==> src/rtl/mem2axi_bridge_if.sv <==
// AXI4 bus bundle for the bridge's master port.
// Carries the AW, W, B, AR and R channels. Master drives requests and
// ready for responses; Slave is the mirror view.
interface AXI_BUS #(
    parameter int unsigned AXI_ADDR_WIDTH = 64,
    parameter int unsigned AXI_DATA_WIDTH = 64,
    parameter int unsigned AXI_ID_WIDTH   = 10,
    parameter int unsigned AXI_USER_WIDTH = 10
);
    localparam int unsigned AXI_STRB_WIDTH = AXI_DATA_WIDTH / 8;

    logic [AXI_ID_WIDTH-1:0]   aw_id;
    logic [AXI_ADDR_WIDTH-1:0] aw_addr;
    logic [7:0]                aw_len;
    logic [2:0]                aw_size;
    logic [1:0]                aw_burst;
    logic                      aw_lock;
    logic [3:0]                aw_cache;
    logic [2:0]                aw_prot;
    logic [3:0]                aw_qos;
    logic [3:0]                aw_region;
    logic [5:0]                aw_atop;
    logic [AXI_USER_WIDTH-1:0] aw_user;
    logic                      aw_valid;
    logic                      aw_ready;

    logic [AXI_DATA_WIDTH-1:0] w_data;
    logic [AXI_STRB_WIDTH-1:0] w_strb;
    logic                      w_last;
    logic [AXI_USER_WIDTH-1:0] w_user;
    logic                      w_valid;
    logic                      w_ready;

    logic [AXI_ID_WIDTH-1:0]   b_id;
    logic [1:0]                b_resp;
    logic [AXI_USER_WIDTH-1:0] b_user;
    logic                      b_valid;
    logic                      b_ready;

    logic [AXI_ID_WIDTH-1:0]   ar_id;
    logic [AXI_ADDR_WIDTH-1:0] ar_addr;
    logic [7:0]                ar_len;
    logic [2:0]                ar_size;
    logic [1:0]                ar_burst;
    logic                      ar_lock;
    logic [3:0]                ar_cache;
    logic [2:0]                ar_prot;
    logic [3:0]                ar_qos;
    logic [3:0]                ar_region;
    logic [AXI_USER_WIDTH-1:0] ar_user;
    logic                      ar_valid;
    logic                      ar_ready;

    logic [AXI_ID_WIDTH-1:0]   r_id;
    logic [AXI_DATA_WIDTH-1:0] r_data;
    logic [1:0]                r_resp;
    logic                      r_last;
    logic [AXI_USER_WIDTH-1:0] r_user;
    logic                      r_valid;
    logic                      r_ready;

    modport Master (
        output aw_id, aw_addr, aw_len, aw_size, aw_burst, aw_lock, aw_cache,
               aw_prot, aw_qos, aw_region, aw_atop, aw_user, aw_valid,
        input  aw_ready,
        output w_data, w_strb, w_last, w_user, w_valid,
        input  w_ready,
        input  b_id, b_resp, b_user, b_valid,
        output b_ready,
        output ar_id, ar_addr, ar_len, ar_size, ar_burst, ar_lock, ar_cache,
               ar_prot, ar_qos, ar_region, ar_user, ar_valid,
        input  ar_ready,
        input  r_id, r_data, r_resp, r_last, r_user, r_valid,
        output r_ready
    );

    modport Slave (
        input  aw_id, aw_addr, aw_len, aw_size, aw_burst, aw_lock, aw_cache,
               aw_prot, aw_qos, aw_region, aw_atop, aw_user, aw_valid,
        output aw_ready,
        input  w_data, w_strb, w_last, w_user, w_valid,
        output w_ready,
        output b_id, b_resp, b_user, b_valid,
        input  b_ready,
        input  ar_id, ar_addr, ar_len, ar_size, ar_burst, ar_lock, ar_cache,
               ar_prot, ar_qos, ar_region, ar_user, ar_valid,
        output ar_ready,
        output r_id, r_data, r_resp, r_last, r_user, r_valid,
        input  r_ready
    );
endinterface

==> src/rtl/mem2axi_bridge.sv <==
// req/gnt memory port to single-beat AXI4 master, one transaction in flight.
// Ports:
//   clk_i, rst_ni          clock, asynchronous active-low reset
//   req_i / gnt_o          request handshake; gnt_o only asserts in IDLE
//   we_i, addr_i, be_i,    request payload (write flag, byte address,
//   wdata_i                byte enables, write data)
//   rvalid_o, rdata_o,     one-cycle response pulse with read data / error
//   err_o
//   mst                    AXI4 master port
module mem2axi_bridge #(
    parameter int unsigned AXI_ADDR_WIDTH = 64,
    parameter int unsigned AXI_DATA_WIDTH = 64,
    parameter int unsigned AXI_ID_WIDTH   = 10,
    parameter int unsigned AXI_USER_WIDTH = 10,
    parameter int unsigned AXI_ID         = 0
) (
    input  logic                        clk_i,
    input  logic                        rst_ni,
    input  logic                        req_i,
    output logic                        gnt_o,
    input  logic                        we_i,
    input  logic [AXI_ADDR_WIDTH-1:0]   addr_i,
    input  logic [AXI_DATA_WIDTH/8-1:0] be_i,
    input  logic [AXI_DATA_WIDTH-1:0]   wdata_i,
    output logic                        rvalid_o,
    output logic [AXI_DATA_WIDTH-1:0]   rdata_o,
    output logic                        err_o,
    AXI_BUS.Master                      mst
);
    localparam int unsigned STRB_WIDTH = AXI_DATA_WIDTH / 8;
    localparam int unsigned BEAT_SIZE  = $clog2(STRB_WIDTH);

    typedef enum logic [2:0] {
        IDLE   = 3'd0,
        WRITE  = 3'd1,
        WAIT_B = 3'd2,
        READ   = 3'd3,
        WAIT_R = 3'd4
    } state_e;

    state_e                    state_q, state_d;
    logic                      aw_done_q, w_done_q;
    logic [AXI_ADDR_WIDTH-1:0] addr_q;
    logic [STRB_WIDTH-1:0]     be_q;
    logic [AXI_DATA_WIDTH-1:0] wdata_q;
    logic                      we_q;

    logic aw_valid, w_valid, ar_valid, b_ready, r_ready;
    logic aw_hs, w_hs, resp_hs;

    assign aw_hs   = aw_valid & mst.aw_ready;
    assign w_hs    = w_valid & mst.w_ready;
    assign resp_hs = (state_q == WAIT_B && mst.b_valid) ||
                     (state_q == WAIT_R && mst.r_valid);

    // State register
    always_ff @(posedge clk_i or negedge rst_ni) begin
        if (!rst_ni) state_q <= IDLE;
        else         state_q <= state_d;
    end

    // Next-state logic
    always_comb begin
        state_d = state_q;
        case (state_q)
            IDLE:    if (req_i) state_d = we_i ? WRITE : READ;
            WRITE:   if ((aw_done_q | aw_hs) & (w_done_q | w_hs)) state_d = WAIT_B;
            WAIT_B:  if (mst.b_valid) state_d = IDLE;
            READ:    if (mst.ar_ready) state_d = WAIT_R;
            WAIT_R:  if (mst.r_valid) state_d = IDLE;
            default: state_d = IDLE;
        endcase
    end

    // Output decode; valids come only from registered state and done flags
    always_comb begin
        gnt_o    = 1'b0;
        aw_valid = 1'b0;
        w_valid  = 1'b0;
        ar_valid = 1'b0;
        b_ready  = 1'b0;
        r_ready  = 1'b0;
        case (state_q)
            IDLE:   gnt_o = req_i;
            WRITE: begin
                aw_valid = ~aw_done_q;
                w_valid  = ~w_done_q;
            end
            WAIT_B: b_ready  = 1'b1;
            READ:   ar_valid = 1'b1;
            WAIT_R: r_ready  = 1'b1;
            default: ;
        endcase
    end

    // Per-channel completion flags for the write address/data phases
    always_ff @(posedge clk_i or negedge rst_ni) begin
        if (!rst_ni) begin
            aw_done_q <= 1'b0;
            w_done_q  <= 1'b0;
        end else if (state_q == WRITE) begin
            if (aw_hs) aw_done_q <= 1'b1;
            if (w_hs)  w_done_q  <= 1'b1;
        end else begin
            aw_done_q <= 1'b0;
            w_done_q  <= 1'b0;
        end
    end

    // Request payload captured at grant, held stable for the AXI phases
    always_ff @(posedge clk_i or negedge rst_ni) begin
        if (!rst_ni) begin
            addr_q  <= '0;
            be_q    <= '0;
            wdata_q <= '0;
            we_q    <= 1'b0;
        end else if (gnt_o) begin
            addr_q  <= addr_i;
            be_q    <= be_i;
            wdata_q <= wdata_i;
            we_q    <= we_i;
        end
    end

    // Response capture; a missing r_last on a single beat counts as an error
    always_ff @(posedge clk_i or negedge rst_ni) begin
        if (!rst_ni) begin
            rvalid_o <= 1'b0;
            rdata_o  <= '0;
            err_o    <= 1'b0;
        end else begin
            rvalid_o <= resp_hs;
            if (resp_hs) begin
                rdata_o <= we_q ? '0 : mst.r_data;
                err_o   <= we_q ? mst.b_resp[1] : (mst.r_resp[1] | ~mst.r_last);
            end
        end
    end

    assign mst.aw_id     = AXI_ID_WIDTH'(AXI_ID);
    assign mst.aw_addr   = addr_q;
    assign mst.aw_len    = 8'd0;
    assign mst.aw_size   = 3'(BEAT_SIZE);
    assign mst.aw_burst  = 2'b01;
    assign mst.aw_lock   = 1'b0;
    assign mst.aw_cache  = 4'd0;
    assign mst.aw_prot   = 3'd0;
    assign mst.aw_qos    = 4'd0;
    assign mst.aw_region = 4'd0;
    assign mst.aw_atop   = 6'd0;
    assign mst.aw_user   = '0;
    assign mst.aw_valid  = aw_valid;

    assign mst.w_data    = wdata_q;
    assign mst.w_strb    = be_q;
    assign mst.w_last    = 1'b1;
    assign mst.w_user    = '0;
    assign mst.w_valid   = w_valid;

    assign mst.b_ready   = b_ready;

    assign mst.ar_id     = AXI_ID_WIDTH'(AXI_ID);
    assign mst.ar_addr   = addr_q;
    assign mst.ar_len    = 8'd0;
    assign mst.ar_size   = 3'(BEAT_SIZE);
    assign mst.ar_burst  = 2'b01;
    assign mst.ar_lock   = 1'b0;
    assign mst.ar_cache  = 4'd0;
    assign mst.ar_prot   = 3'd0;
    assign mst.ar_qos    = 4'd0;
    assign mst.ar_region = 4'd0;
    assign mst.ar_user   = '0;
    assign mst.ar_valid  = ar_valid;

    assign mst.r_ready   = r_ready;

    // Response IDs and user bits are intentionally ignored
    logic unused_resp;
    assign unused_resp = ^{mst.b_id, mst.b_user, mst.b_resp[0],
                           mst.r_id, mst.r_user, mst.r_resp[0]};
endmodule
==> src/flat_wrapper.sv <==
// flat-port wrapper written by rule: the top's interface ports become plain ports
module mem2axi_bridge_flat 
#(
    parameter int unsigned AXI_ADDR_WIDTH = 64,
    parameter int unsigned AXI_DATA_WIDTH = 64,
    parameter int unsigned AXI_ID_WIDTH   = 10,
    parameter int unsigned AXI_USER_WIDTH = 10,
    parameter int unsigned AXI_ID         = 0
)
  (clk_i, rst_ni, req_i, gnt_o, we_i, addr_i, be_i, wdata_i, rvalid_o, rdata_o, err_o, mst_aw_id, mst_aw_addr, mst_aw_len, mst_aw_size, mst_aw_burst, mst_aw_lock, mst_aw_cache, mst_aw_prot, mst_aw_qos, mst_aw_region, mst_aw_atop, mst_aw_user, mst_aw_valid, mst_aw_ready, mst_w_data, mst_w_strb, mst_w_last, mst_w_user, mst_w_valid, mst_w_ready, mst_b_id, mst_b_resp, mst_b_user, mst_b_valid, mst_b_ready, mst_ar_id, mst_ar_addr, mst_ar_len, mst_ar_size, mst_ar_burst, mst_ar_lock, mst_ar_cache, mst_ar_prot, mst_ar_qos, mst_ar_region, mst_ar_user, mst_ar_valid, mst_ar_ready, mst_r_id, mst_r_data, mst_r_resp, mst_r_last, mst_r_user, mst_r_valid, mst_r_ready);
  AXI_BUS #(.AXI_ADDR_WIDTH(AXI_ADDR_WIDTH), .AXI_DATA_WIDTH(AXI_DATA_WIDTH), .AXI_ID_WIDTH(AXI_ID_WIDTH), .AXI_USER_WIDTH(AXI_USER_WIDTH)) mst_i ();
  input  logic clk_i;
  input  logic rst_ni;
  input  logic req_i;
  output logic gnt_o;
  input  logic we_i;
  input  logic [AXI_ADDR_WIDTH-1:0] addr_i;
  input  logic [AXI_DATA_WIDTH/8-1:0] be_i;
  input  logic [AXI_DATA_WIDTH-1:0] wdata_i;
  output logic rvalid_o;
  output logic [AXI_DATA_WIDTH-1:0] rdata_o;
  output logic err_o;
  output wire logic [$bits(mst_i.aw_id)-1:0] mst_aw_id;
  output wire logic [$bits(mst_i.aw_addr)-1:0] mst_aw_addr;
  output wire logic [$bits(mst_i.aw_len)-1:0] mst_aw_len;
  output wire logic [$bits(mst_i.aw_size)-1:0] mst_aw_size;
  output wire logic [$bits(mst_i.aw_burst)-1:0] mst_aw_burst;
  output wire logic [$bits(mst_i.aw_lock)-1:0] mst_aw_lock;
  output wire logic [$bits(mst_i.aw_cache)-1:0] mst_aw_cache;
  output wire logic [$bits(mst_i.aw_prot)-1:0] mst_aw_prot;
  output wire logic [$bits(mst_i.aw_qos)-1:0] mst_aw_qos;
  output wire logic [$bits(mst_i.aw_region)-1:0] mst_aw_region;
  output wire logic [$bits(mst_i.aw_atop)-1:0] mst_aw_atop;
  output wire logic [$bits(mst_i.aw_user)-1:0] mst_aw_user;
  output wire logic [$bits(mst_i.aw_valid)-1:0] mst_aw_valid;
  input wire logic [$bits(mst_i.aw_ready)-1:0] mst_aw_ready;
  output wire logic [$bits(mst_i.w_data)-1:0] mst_w_data;
  output wire logic [$bits(mst_i.w_strb)-1:0] mst_w_strb;
  output wire logic [$bits(mst_i.w_last)-1:0] mst_w_last;
  output wire logic [$bits(mst_i.w_user)-1:0] mst_w_user;
  output wire logic [$bits(mst_i.w_valid)-1:0] mst_w_valid;
  input wire logic [$bits(mst_i.w_ready)-1:0] mst_w_ready;
  input wire logic [$bits(mst_i.b_id)-1:0] mst_b_id;
  input wire logic [$bits(mst_i.b_resp)-1:0] mst_b_resp;
  input wire logic [$bits(mst_i.b_user)-1:0] mst_b_user;
  input wire logic [$bits(mst_i.b_valid)-1:0] mst_b_valid;
  output wire logic [$bits(mst_i.b_ready)-1:0] mst_b_ready;
  output wire logic [$bits(mst_i.ar_id)-1:0] mst_ar_id;
  output wire logic [$bits(mst_i.ar_addr)-1:0] mst_ar_addr;
  output wire logic [$bits(mst_i.ar_len)-1:0] mst_ar_len;
  output wire logic [$bits(mst_i.ar_size)-1:0] mst_ar_size;
  output wire logic [$bits(mst_i.ar_burst)-1:0] mst_ar_burst;
  output wire logic [$bits(mst_i.ar_lock)-1:0] mst_ar_lock;
  output wire logic [$bits(mst_i.ar_cache)-1:0] mst_ar_cache;
  output wire logic [$bits(mst_i.ar_prot)-1:0] mst_ar_prot;
  output wire logic [$bits(mst_i.ar_qos)-1:0] mst_ar_qos;
  output wire logic [$bits(mst_i.ar_region)-1:0] mst_ar_region;
  output wire logic [$bits(mst_i.ar_user)-1:0] mst_ar_user;
  output wire logic [$bits(mst_i.ar_valid)-1:0] mst_ar_valid;
  input wire logic [$bits(mst_i.ar_ready)-1:0] mst_ar_ready;
  input wire logic [$bits(mst_i.r_id)-1:0] mst_r_id;
  input wire logic [$bits(mst_i.r_data)-1:0] mst_r_data;
  input wire logic [$bits(mst_i.r_resp)-1:0] mst_r_resp;
  input wire logic [$bits(mst_i.r_last)-1:0] mst_r_last;
  input wire logic [$bits(mst_i.r_user)-1:0] mst_r_user;
  input wire logic [$bits(mst_i.r_valid)-1:0] mst_r_valid;
  output wire logic [$bits(mst_i.r_ready)-1:0] mst_r_ready;
  assign mst_aw_id = mst_i.aw_id;
  assign mst_aw_addr = mst_i.aw_addr;
  assign mst_aw_len = mst_i.aw_len;
  assign mst_aw_size = mst_i.aw_size;
  assign mst_aw_burst = mst_i.aw_burst;
  assign mst_aw_lock = mst_i.aw_lock;
  assign mst_aw_cache = mst_i.aw_cache;
  assign mst_aw_prot = mst_i.aw_prot;
  assign mst_aw_qos = mst_i.aw_qos;
  assign mst_aw_region = mst_i.aw_region;
  assign mst_aw_atop = mst_i.aw_atop;
  assign mst_aw_user = mst_i.aw_user;
  assign mst_aw_valid = mst_i.aw_valid;
  assign mst_i.aw_ready = mst_aw_ready;
  assign mst_w_data = mst_i.w_data;
  assign mst_w_strb = mst_i.w_strb;
  assign mst_w_last = mst_i.w_last;
  assign mst_w_user = mst_i.w_user;
  assign mst_w_valid = mst_i.w_valid;
  assign mst_i.w_ready = mst_w_ready;
  assign mst_i.b_id = mst_b_id;
  assign mst_i.b_resp = mst_b_resp;
  assign mst_i.b_user = mst_b_user;
  assign mst_i.b_valid = mst_b_valid;
  assign mst_b_ready = mst_i.b_ready;
  assign mst_ar_id = mst_i.ar_id;
  assign mst_ar_addr = mst_i.ar_addr;
  assign mst_ar_len = mst_i.ar_len;
  assign mst_ar_size = mst_i.ar_size;
  assign mst_ar_burst = mst_i.ar_burst;
  assign mst_ar_lock = mst_i.ar_lock;
  assign mst_ar_cache = mst_i.ar_cache;
  assign mst_ar_prot = mst_i.ar_prot;
  assign mst_ar_qos = mst_i.ar_qos;
  assign mst_ar_region = mst_i.ar_region;
  assign mst_ar_user = mst_i.ar_user;
  assign mst_ar_valid = mst_i.ar_valid;
  assign mst_i.ar_ready = mst_ar_ready;
  assign mst_i.r_id = mst_r_id;
  assign mst_i.r_data = mst_r_data;
  assign mst_i.r_resp = mst_r_resp;
  assign mst_i.r_last = mst_r_last;
  assign mst_i.r_user = mst_r_user;
  assign mst_i.r_valid = mst_r_valid;
  assign mst_r_ready = mst_i.r_ready;
  mem2axi_bridge #(.AXI_ADDR_WIDTH(AXI_ADDR_WIDTH), .AXI_DATA_WIDTH(AXI_DATA_WIDTH), .AXI_ID_WIDTH(AXI_ID_WIDTH), .AXI_USER_WIDTH(AXI_USER_WIDTH), .AXI_ID(AXI_ID)) u_core (.clk_i(clk_i), .rst_ni(rst_ni), .req_i(req_i), .gnt_o(gnt_o), .we_i(we_i), .addr_i(addr_i), .be_i(be_i), .wdata_i(wdata_i), .rvalid_o(rvalid_o), .rdata_o(rdata_o), .err_o(err_o), .mst(mst_i));
endmodule
==> config.mk <==
export PLATFORM = sky130hd
export DESIGN_NAME = mem2axi_bridge_flat
export DESIGN_NICKNAME = d
export VERILOG_FILES = /design/src/rtl/mem2axi_bridge_if.sv /design/src/rtl/mem2axi_bridge.sv /design/src/flat_wrapper.sv
export SDC_FILE = /design/constraint.sdc
export NUM_CORES = 1
export LEC_CHECK = 0
export BUFFER_PORTS_ARGS = -buffer_cell sky130_fd_sc_hd__buf_2
export CAP_MARGIN = 25
export CORE_AREA = 2 2 252 254
export DETAILED_ROUTE_END_ITERATION = 6
export DIE_AREA = 0 0 254 256
export GPL_ROUTABILITY_DRIVEN = 1
export GPL_TIMING_DRIVEN = 0
export PLACE_DENSITY = 0.44
export SLEW_MARGIN = 20
export SYNTH_ARGS = -nofsm -noshare
export SYNTH_HDL_FRONTEND = slang
export SYNTH_SLANG_ARGS = --single-unit
==> constraint.sdc <==
create_clock -name clk_i -period 1.9 [get_ports clk_i]
set_input_delay 0 -clock clk_i [delete_from_list [all_inputs] [get_ports clk_i]]
set_output_delay 0 -clock clk_i [all_outputs]
set_load 0.05 [all_outputs]
======== Word level (Yosys, flattened, before mapping) ========
Index checks and enable logic that the tools add are counted.
W data, S select, Z words.
word-level totals
  output and inout port bits .............. 387
  bits in latches ......................... 0
  bits in registers ....................... 208
  word-level logic and storage cells ...... 54
  ROM bits ................................ 0
  memories kept ........................... 0
  bits of input ports ..................... 254
  bits in writable memories ............... 0
operators by class
  magnitude comparators ................... 0
  mux-type cells .......................... 19
  $add $sub $neg .......................... 0
  shift-type cells ........................ 0
  divide/modulo/power cells ............... 0
  $mul .................................... 0
  equality and inequality tests ........... 11
  bitwise gates (word level) .............. 9
  reductions and logical operators ........ 5
operators with widths
  cell                  count
  $mux W64              1
  $mux W3               5
  $pmux W3 S5           1
  $mux W1               11
  $ne A2 B2 Y1 const B  4
  $eq A3 B2 Y1 const B  2
  $ne A2 B1 Y1 const B  3
  $reduce_and A5 Y1     1
  $and A1 B1 Y1         3
  $eq A3 B1 Y1 const B  1
  $eq A3 B3 Y1 const B  1
  $logic_not A3 Y1      1
  $not A1 Y1            3
  $or A1 B1 Y1          3
  $logic_and A1 B1 Y1   2
  $mux W2               1
  $logic_or A1 B1 Y1    1

======== Logic depth before layout (Yosys ltp) ========
Gate-level depths: netlist of the first run.
  word-level depth ........................ 7
  depth in mapped cells ................... 6
  mapped depth without buffers ............ 4

======== Least setup slack after synthesis of the first run ========
No wires, ideal clock.
  kind .................................... reg2reg
  start ................................... register u_core.state_q[0]
  end ..................................... register u_core.wdata_q[54], in the netlist u_core.mst.w_data[54]
  data arrival time ....................... 1601 ps
  setup time .............................. 125 ps
  data required time ...................... 1775 ps
  stages on the path, launching flop included .. 7
  path buffers ............................ 2
  setup slack ............................. 175 ps
  period minus slack after synthesis ...... 1725 ps
  cell sequence ........................... dfrtp_1 > nor2_1 > nand3_1 > inv_2 > buf_4 > buf_4 > mux2_2
between the ends
  cells in the longest elaborated chain, start to end .. 2
ends and longest elaborated chain
  element                 RTL line               text
  start, declared         mem2axi_bridge.sv:41   state_e state_q, state_d;
  start signal, assigned  mem2axi_bridge.sv:59   else state_q <= state_d;
  $logic_not A3 Y1        mem2axi_bridge.sv:83   case (state_q)
  $mux W1                 mem2axi_bridge.sv:83
  named net gnt_o         flat_wrapper.sv:15     output logic gnt_o;
  end signal, assigned    mem2axi_bridge.sv:120  wdata_q <= wdata_i;
  end, declared           mem2axi_bridge.sv:45   logic [AXI_DATA_WIDTH-1:0] wdata_q;
The timed path passes the listed nets, and every way through them passes these cells.
A chain may end at the register's enable or synchronous reset.

======== Final worst setup path of the first run ========
  start ................................... register u_core.state_q[1]
  end ..................................... register u_core.rdata_o[33]
between the ends
  cells in the longest elaborated chain, start to end .. 3
  elaborated cells on any way between the ends .. 5
  those cells by class .................... eq/ne (2); reduce/logical (3)
ends and longest elaborated chain
  element                                              RTL line                                    text
  $eq A3 B2 Y1 / $eq A3 B3 Y1 (equally long branches)  mem2axi_bridge.sv:53, mem2axi_bridge.sv:54
  $logic_and A1 B1 Y1 (on tied branches)               mem2axi_bridge.sv:53, mem2axi_bridge.sv:54
  $logic_or A1 B1 Y1 *                                 mem2axi_bridge.sv:53                        assign resp_hs = (state_q == WAIT_B && mst.b_valid) ||
  end signal, assigned                                 mem2axi_bridge.sv:134                       rdata_o <= we_q ? '0 : mst.r_data;
  end, declared                                        mem2axi_bridge.sv:26                        output logic [AXI_DATA_WIDTH-1:0] rdata_o,
Every way passes the cells marked *; elsewhere a longest branch is shown, timed or not.

==> flow_metrics.py, run 1 <==
metrics = {
    "outcome": {
        "status": "complete, no violations",
    },
    "sta": {
        "finalMaxSlewViolations": 0,
        "fmax_mhz": 545,
        "min_period_over_period_pct": 96.6,
        "worst_pin_slew_ns": 0.620,
        "rsz0062_at_grt": "yes",
        "fin_crit_ns": 1.84,
        "fin_tns_setup_ns": 0,
        "finalHoldViolCount": 0,
        "setup_violations": 0,
        "fin_hold_ws_ns": 0.0780,
        "slew_headroom_pct": 58.7,
        "skew_ns": 0.0261,
    },
    "cts": {
        "cts-root-buf": "clkbuf_16",
        "clk_pin_slew_ns": 0.06,
        "clock_path_buffers": 3,
        "cts_tree": "built",
        "clock_latency_ns": 0.56,
        "htreeDepth": 1,
        "clkSinkCount": 208,
        "numCtsBuffers": 26,
    },
    "worst_setup_path": {
        "crit_required_ns": 2.34,
        "crit_start": "u_core.state_q[1]",
        "rrSetupSlack_ns": 0.06,
        "timing_worst_setup_path_type": "register to register",
        "r2r_start": "u_core.state_q[1]",
        "cp-start-kind": "register",
        "crit_fanout": 5,
        "crit_path_end_kind": "register",
        "r2r_end": "u_core.rdata_o[33]",
        "worst-r2r-cell-count": 7,
        "critPathArrivalTime_ns": 2.28,
    },
    "power": {
        "p_per_area_nw_per_um2": 1970,
        "p_leak_nw": 8.56,
        "internal-power_mw": 15.7,
        "power.switching_mw": 17.4,
        "p_comb_share_pct": 61.5,
        "p_sw_share_pct": 52.6,
        "seqPwrFrac_pct": 23.8,
        "pwr-share-clk_pct": 14.7,
        "peakVddDrop_v": 0.00126,
    },
    "synthesis": {
        "synth.most_common_cell": "dfrtp_1",
        "synth_top_cell_by_area": "dfrtp_1",
        "synth_seq_area_share_pct": 53.4,
        "synth_async_sr_flop_share_pct": 100,
        "yosys_register_bits": 208,
        "synth.top_cell.area_share_pct": 53.4,
        "synth_edf_count": 0,
        "synth_ff_type": "dfrtp_1",
        "synth.cell_area_um2": 9750,
        "synth_cell_type_count": 24,
        "synth_area_per_cell_um2": 13.6,
        "synth_area_leaders": "dfrtp_1 (53%), mux2_2 (17%), buf_4 (15%)",
        "synthTopCellsByCount": "dfrtp_1 (208), buf_4 (193), mux2_2 (149)",
        "yosysWarningCount": 0,
        "postSynthCellCount": 715,
    },
    "die": {
        "boundaryPins": 641,
        "die_y_um": 256,
        "die_area_um2": 65000,
        "fp.dieW_um": 254,
        "rows": 92,
        "core_area_um2": 62400,
        "start_util_pct": 15.6,
    },
    "routing": {
        "first_pass_iters": 4,
        "vias": 7998,
        "drtAntennaViolNets": 0,
        "route.detailed.drc": 0,
        "drt_iter0_drc": 125,
        "post_drt_via_cell_ratio": 3.30,
        "routedWlPerCell_um": 13.2,
        "routed_wl_mm": 31.9,
    },
    "cells_and_area": {
        "drive_gt1_share_pct": 58.9,
        "area_growth_pct": 73.0,
        "utilization_pct": 27.0,
        "nets": 1818,
    },
    "grt": {
        "grt_pass1_wl_mm": 47.4,
        "grt_util_all_layers_pct": 9.23,
        "grt_pass1_vias": 8249,
        "grt_max_degree": 83,
        "antenna_found_initial": 1,
        "grt-ovfl-total": 0,
    },
    "placed_design": {
        "hpwl_mm": 24.2,
        "portBuffers": 483,
        "gp_congestion": 0.719,
    },
    "min_path": {
        "min-delay-path-class": "input pin to register",
        "min_to": "u_core.err_o",
        "min_from": "mst_r_last",
        "min_delay_path_depth": 4,
    },
    "flow_run": {
        "drv_cap": 0,
    },
}
-- per-layer routing --
metal / share of wire (%) / vias to the layer above / wire length, um / global-route usage [%]
met1: 38 / 3847 / 12300 / 10.2
met2: 51 / 298 / 16400 / 17.0
met5: 0 / - / 0 / 0
met3: 7.0 / 56 / 2230 / 2.32
li1: - / 3797 / - / -
met4: 3.3 / 0 / 1060 / 3.19
-- layout by cell type (no fill, tap or decap), drive strengths merged --
cell type,n
inv,5
nand2,6
clkbuf,45
o22ai,1
diode,1
mux2i,1
dfrtp,208
nor2,8
buf,696
mux2,202
and3b,1
bufinv,1
clkinv,2
nand3,2
a31oi,1
o21ai,2
nor3b,1
nor2b,65
dlygate4sd3,213
o2111ai,1
o221ai,1
conb,115
and4bb,1
-- kinds of logic (layout without fill, tap and decap cells) --
logic type,count (synthesis),in the layout,synth area share [%]
buf+inv,212,962,16.0
flops,208,208,53.4
mux,203,203,24.9
simple gates,84,84,5.11
compound gates,6,6,0.475
other cells,2,116,0.0770
-- worst max-delay path, stage by stage (launching register included) --
cell	delay (ns)
dfrtp_2	0.44
buf_4	0.15
and4bb_1	0.22
a31oi_4	0.20
buf_6	0.18
buf_4	0.12
buf_4	0.09
mux2_2	0.31
-- through the flow --
step | instances | instance area, um2 | worst slack (ns) | total power [mW]
2_1_floorplan | 828 | 10200 | 0.175 | 23.2
3_3_place_gp | 2157 | 13600 | -3.12 | 27.7
3_5_place_dp | 2159 | 13700 | -0.153 | 27.9
4_1_cts | 2414 | 16700 | -0.165 | 33.4
5_1_grt | 2424 | 16900 | -0.0250 | 34.9
6_report | 2425 | 16900 | 0.0638 | 33.2
-- state kept, by name, summed over array words and instances, names as in the netlist --
| name | count |
|---|---|
| u_core.err_o | 1 |
| u_core.mst.w_data | 64 |
| u_core.mst.w_strb | 8 |
| u_core.we_q | 1 |
| u_core.rvalid_o | 1 |
| u_core.w_done_q | 1 |
| u_core.rdata_o | 64 |
| u_core.state_q | 3 |
| u_core.aw_done_q | 1 |
| u_core.mst.ar_addr | 64 |
-- power by group through the flow --
stage          Sequential, mW  Clock (mW)  Combinational [mW]
2_1_floorplan            15.0           0                8.22
3_3_place_gp             7.90           0                19.8
3_5_place_dp             7.96           0                20.0
4_1_cts                  7.91        5.11                20.4
5_1_grt                  8.22        5.30                21.4
6_report                 7.89        4.88                20.4
-- worst max-delay path by stage --
| stage | endpoint | cells after the start |
|---|---|---|
| floorplan | u_core.mst.w_data[54] | 6 |
| global placement | u_core.mst.ar_addr[22] | 1 |
| detailed placement | u_core.mst.w_data[32] | 6 |
| CTS | gnt_o | 6 |
| global route | gnt_o | 5 |
| finish | u_core.rdata_o[33] | 7 |
-- cell type report --
type | instances | area (um2)
flip-flops and latches | 208 | 5210
well taps | 846 | 1060
diodes | 1 | 2.50
repair buffers | 709 | 4710
plain buffers | 207 | 1610
inverters | 4 | 17.5
fillers | 6674 | 45500
clock buffers | 38 | 777
multi-input cells | 408 | 3430
clock inverters | 4 | 48.8
-- what timing repair did --
action,4_1_cts,5_1_grt
hold buffers,213,0
hold endpoints to repair,415,0
setup buffers,0,10
cloned,0,1
pin swaps,1,0
setup endpoints to repair,130,146
gates resized for setup,10,27
(Power assumes the default switching activity.)
==> run 2: changes to the inputs <==
clock period = 1.74 ns   (was 1.9 ns; I/O delays follow)
==> run 2 against run 1 <==
Final area increased by 0.87%. Sequential power increased by 9.3%. First-iteration DRC count increased by 8.0%. Clock skew hardly changed. Non-clock buffer count up 3. Critical path type unchanged.
==> flow_metrics.py, run 2 (synthesized netlist as in run 1, its figures left out) <==
metrics = {
    "die": {
        "boundaryPins": 641,
        "core_area_um2": 62400,
        "rows": 92,
        "die_y_um": 256,
        "start_util_pct": 15.6,
        "die_area_um2": 65000,
        "fp.dieW_um": 254,
    },
    "power": {
        "internal-power_mw": 17.4,
        "pwr-share-clk_pct": 14.6,
        "peakVddDrop_v": 0.00138,
        "p_comb_share_pct": 61.8,
        "p_sw_share_pct": 52.4,
        "p_leak_nw": 8.63,
        "power.switching_mw": 19.1,
        "p_per_area_nw_per_um2": 2150,
        "seqPwrFrac_pct": 23.6,
    },
    "grt": {
        "grt_max_degree": 83,
        "grt_pass1_vias": 8258,
        "antenna_found_initial": 1,
        "grt-ovfl-total": 0,
        "grt_pass1_wl_mm": 47.5,
        "grt_util_all_layers_pct": 9.24,
    },
    "sta": {
        "rsz0062_at_grt": "yes",
        "fin_tns_setup_ns": 0,
        "worst_slack_ns": 0.0385,
        "fin_crit_ns": 1.70,
        "min_period_over_period_pct": 97.8,
        "fmax_mhz": 588,
        "worst_pin_slew_ns": 0.544,
        "finalHoldViolCount": 0,
        "skew_ns": 0.0257,
        "fin_hold_ws_ns": 0.0692,
        "slew_headroom_pct": 63.7,
        "finalMaxSlewViolations": 0,
        "setup_violations": 0,
    },
    "cts": {
        "cts_tree": "built",
        "clk_pin_slew_ns": 0.06,
        "clkSinkCount": 208,
        "htreeDepth": 1,
        "clock_path_buffers": 3,
        "numCtsBuffers": 26,
        "clock_latency_ns": 0.56,
        "cts-root-buf": "clkbuf_16",
    },
    "cells_and_area": {
        "layout_commonest_cell": "buf_2",
        "layout_common_cells": "buf_2 (479), dlygate4sd3_1 (212), dfrtp_1 (205)",
        "drive_gt1_share_pct": 59.5,
        "nets": 1821,
        "area_growth_pct": 74.5,
    },
    "outcome": {
        "status": "complete, no violations",
    },
    "worst_setup_path": {
        "crit_fanout": 10,
        "rrSetupSlack_ns": 0.04,
        "crit_required_ns": 2.16,
        "crit_path_end_kind": "register",
        "critPathArrivalTime_ns": 2.12,
        "worst-r2r-cell-count": 5,
        "cp-start-kind": "register",
        "timing_worst_setup_path_type": "register to register",
    },
    "placed_design": {
        "gp_congestion": 0.719,
        "portBuffers": 483,
        "hpwl_mm": 24.2,
        "pre_cts_ws_ns": -0.313,
    },
    "routing": {
        "route.met2.wl_mm": 16.6,
        "wl_met1_mm": 12.2,
        "dr_wl_met3_mm": 2.16,
        "first_pass_iters": 4,
        "drtAntennaViolNets": 0,
        "maxUsedRoutingLayer": "met4",
        "routed_wl_mm": 32.0,
        "drt_iter0_drc": 135,
        "routedWlPerCell_um": 13.2,
        "route.detailed.drc": 0,
        "post_drt_via_cell_ratio": 3.29,
        "vias": 7984,
    },
    "flow_run": {
        "drv_cap": 0,
    },
    "min_path": {
        "min-delay-path-class": "input pin to register",
        "min_delay_path_depth": 4,
    },
}
==> run 2: changes by cell type in the layout (fill, tap and decap cells not counted), sizes merged <==
cell and change:
dlygate4sd3 -1, buf +1, clkbuf +3
==> run 2: metal layers <==
layer  GRT usage, %  up-vias
li1               -     3807
met5              0        -
met2           17.1      293
met1           10.2     3833
met3           2.25       51
met4           3.09        0
==> run 2: power by group through the flow <==
stage               Clock, mW  Combinational, mW  Sequential (mW)
floorplan                   0               8.98             16.4
global placement            0               21.7             8.62
detailed placement          0               21.8             8.69
CTS                      5.58               22.5             8.64
global route             5.79               23.6             8.99
finish                   5.33               22.6             8.62
==> run 2: through the flow <==
| step | power, mW | cells | instance area (um2) | util [%] |
|---|---|---|---|---|
| 5_1_grt | 38.4 | 2427 | 17000 | 27.3 |
| 3_5_place_dp | 30.5 | 2159 | 13700 | 22.0 |
| 6_report | 36.5 | 2428 | 17000 | 27.3 |
| 3_3_place_gp | 30.3 | 2157 | 13600 | 21.9 |
| 2_1_floorplan | 25.4 | 828 | 10200 | - |
| 4_1_cts | 36.7 | 2420 | 16800 | 27.0 |
==> run 2: cell type report <==
cell class / count / area [um2]
repair buffers: 712 / 4780
diodes: 1 / 2.50
well taps: 846 / 1060
inverters: 4 / 17.5
clock buffers: 38 / 777
clock inverters: 4 / 48.8
fillers: 6658 / 45400
plain buffers: 207 / 1670
flip-flops and latches: 208 / 5210
multi-input cells: 408 / 3450
==> run 2: worst max-delay path: stages (launching register included) <==
cell and delay [ns]:
dfrtp_2 0.43, and4bb_1 0.26, a31oi_4 0.21, buf_12 0.18, buf_12 0.16, mux2_4 0.30
==> run 2: timing repair <==
item                                   4_1_cts  5_1_grt
endpoints found under the hold margin      415        0
setup endpoints to repair                  182      176
hold buffers                               212        0
resized for setup                           31       35
cloned                                       0        1
buffers inserted                             7        7
pin swaps                                    1        3
==> run 2: path summary, 6_finish.rpt <==
check,from,endpoint
setup / recovery,u_core.state_q[2],u_core.rdata_o[24]
hold / removal,mst_r_last,u_core.err_o
setup reg to reg,u_core.state_q[2],u_core.rdata_o[24]
hold reg to reg,u_core.mst.w_data[41],u_core.mst.w_data[41]
max in group asynchronous,rst_ni,u_core.rdata_o[15]
min in group asynchronous,rst_ni,u_core.mst.w_data[48]
==> run 3: changes to the inputs <==
CELL_PAD_IN_SITES_DETAIL_PLACEMENT = 1   (was default)
CELL_PAD_IN_SITES_GLOBAL_PLACEMENT = 1   (was default)
PLACE_DENSITY = 0.53   (was 0.44)
==> run 3 against run 2 <==
Sequential power up 1%. Sequential cell count unchanged. Via count up 2.3%. Critical path depth did not move. Global-route usage rose by 1.2 points. Final area grew 1.5%. Critical path type unchanged. Sequential share of layout area is 0.45 points lower. Die area unchanged. Critical endpoint is now u_core.rdata_o[31]. Core utilization grew 0.40 points. Non-clock buffer count is 6 higher.
==> flow_metrics.py, run 3 (synthesized netlist as in run 1, its figures left out) <==
metrics = {
    "cells_and_area": {
        "layout_common_cells": "buf_2 (478), dlygate4sd3_1 (214), dfrtp_1 (205)",
        "nets": 1827,
        "area_growth_pct": 77.1,
        "utilization_pct": 27.7,
        "drive_gt1_share_pct": 59.9,
        "layout_commonest_cell": "buf_2",
    },
    "routing": {
        "routedWlPerCell_um": 14.6,
        "routed_wl_mm": 35.7,
        "first_pass_iters": 4,
        "drt_iter0_drc": 163,
        "post_drt_via_cell_ratio": 3.34,
        "drtAntennaViolNets": 0,
        "route.detailed.drc": 0,
        "vias": 8165,
    },
    "flow_run": {
        "drv_cap": 0,
    },
    "cts": {
        "numCtsBuffers": 26,
        "clock_path_buffers": 3,
        "htreeDepth": 1,
        "clock_latency_ns": 0.54,
        "cts_tree": "built",
        "cts-root-buf": "clkbuf_16",
        "clkSinkCount": 208,
        "clk_pin_slew_ns": 0.06,
    },
    "worst_setup_path": {
        "crit_path_end_kind": "register",
        "r2r_end": "u_core.rdata_o[31]",
        "timing_worst_setup_path_type": "register to register",
        "crit_fanout": 10,
        "crit_required_ns": 2.17,
        "critPathArrivalTime_ns": 2.17,
        "slowest_delay_ns": 0.45,
        "crit_family": "flip-flops",
        "path_buf_inv": 2,
        "cp-start-kind": "register",
        "rrSetupSlack_ns": 0.003,
        "path_common_cell": "buf_12",
        "worst-r2r-cell-count": 5,
        "cp_cell_sequence": "and4bb_1 -> a31oi_4 -> buf_12 -> buf_12 -> mux2_4",
        "slowest_stage": "dfrtp_2",
        "r2r_start": "u_core.state_q[1]",
    },
    "min_path": {
        "min_from": "mst_r_last",
        "min_delay_path_depth": 4,
        "min_to": "u_core.err_o",
        "min-delay-path-class": "input pin to register",
    },
    "power": {
        "internal-power_mw": 17.7,
        "power.switching_mw": 19.6,
        "p_leak_nw": 8.76,
        "p_sw_share_pct": 52.5,
        "p_comb_share_pct": 62.5,
        "seqPwrFrac_pct": 23.3,
        "p_per_area_nw_per_um2": 2160,
        "pwr-share-clk_pct": 14.2,
        "peakVddDrop_v": 0.000833,
    },
    "placed_design": {
        "gp_congestion": 0.729,
        "pre_cts_ws_ns": -0.385,
        "portBuffers": 483,
        "hpwl_mm": 25.8,
    },
    "grt": {
        "grt_max_degree": 86,
        "grt-ovfl-total": 0,
        "grt_pass1_vias": 8970,
        "grt_util_all_layers_pct": 10.5,
        "antenna_found_initial": 3,
        "grt_pass1_wl_mm": 53.3,
    },
    "sta": {
        "fin_tns_setup_ns": 0,
        "skew_ns": 0.00813,
        "fmax_mhz": 576,
        "finalHoldViolCount": 0,
        "min_period_over_period_pct": 99.8,
        "worst_slack_ns": 0.00319,
        "finalMaxSlewViolations": 0,
        "rsz0062_at_grt": "yes",
        "setup_violations": 0,
        "fin_crit_ns": 1.74,
    },
    "outcome": {
        "status": "complete, no violations",
    },
    "die": {
        "fp.dieW_um": 254,
        "rows": 92,
        "die_area_um2": 65000,
        "start_util_pct": 15.6,
        "boundaryPins": 641,
        "core_area_um2": 62400,
        "die_y_um": 256,
    },
}
==> run 3: metal layers <==
layer / vias up / global-route usage, % / routed length (um)
li1: 3801 / - / -
met1: 3991 / 11.5 / 13600
met2: 324 / 19.6 / 18600
met3: 47 / 2.66 / 2760
met4: 2 / 2.99 / 739
met5: - / 0 / 8
==> run 3: worst min-delay path: cells and delay by family <==
| family | cells | cell delay [ns] |
|---|---|---|
| buf+inv | 1 | 0.09 |
| mux | 1 | 0.16 |
| simple gates | 1 | 0.12 |
| compound gates | 1 | 0.19 |
==> run 3: what timing repair did <==
| item | CTS | global route |
|---|---|---|
| pin swaps | 2 | 4 |
| endpoints found under the setup margin | 200 | 174 |
| hold endpoints to repair | 415 | 0 |
| buffers inserted | 9 | 6 |
| hold buffers | 214 | 0 |
| gates cloned | 3 | 1 |
| gates resized for setup | 56 | 42 |
==> run 3: cell type report <==
class / instances / area, um2
multi-input cells: 408 / 3500
fillers: 7153 / 45100
diodes: 2 / 5.00
repair buffers: 718 / 4900
inverters: 4 / 17.5
plain buffers: 207 / 1740
flip-flops and latches: 208 / 5210
clock buffers: 34 / 732
well taps: 846 / 1060
clock inverters: 14 / 100
==> run 3: power by group through the flow <==
stage	registers [mW]	clock network, mW	logic [mW]
2_1_floorplan	16.4	0	8.98
3_3_place_gp	8.69	0	21.7
3_5_place_dp	8.76	0	21.9
4_1_cts	8.71	5.54	23.1
5_1_grt	9.07	5.74	24.4
6_report	8.71	5.30	23.3
==> run 3: worst max path at each step <==
stage / from / to / slack, ns / cells after the start
after floorplan: u_core.state_q[0] / u_core.mst.w_data[54] / 0.01 / 6
after global placement: rst_ni / u_core.rdata_o[1] / -3.34 / 1
after CTS: u_core.state_q[1] / gnt_o / -0.09 / 6
after global routing: u_core.state_q[0] / gnt_o / -0.06 / 6
final: u_core.state_q[1] / u_core.rdata_o[31] / 0.003 / 5
after detailed placement: u_core.state_q[0] / u_core.mst.w_data[21] / -0.38 / 6
==> run 3: stage by stage <==
step	hold slack, ns	cell area (um2)	total power, mW	cells
global route	0.0835	17300	39.2	2440
finish	0.0492	17300	37.3	2441
CTS	0.0242	17100	37.3	2433
global placement	0.218	13600	30.4	2157
detailed placement	-0.0538	13700	30.7	2159
floorplan	-0.296	10200	25.4	828
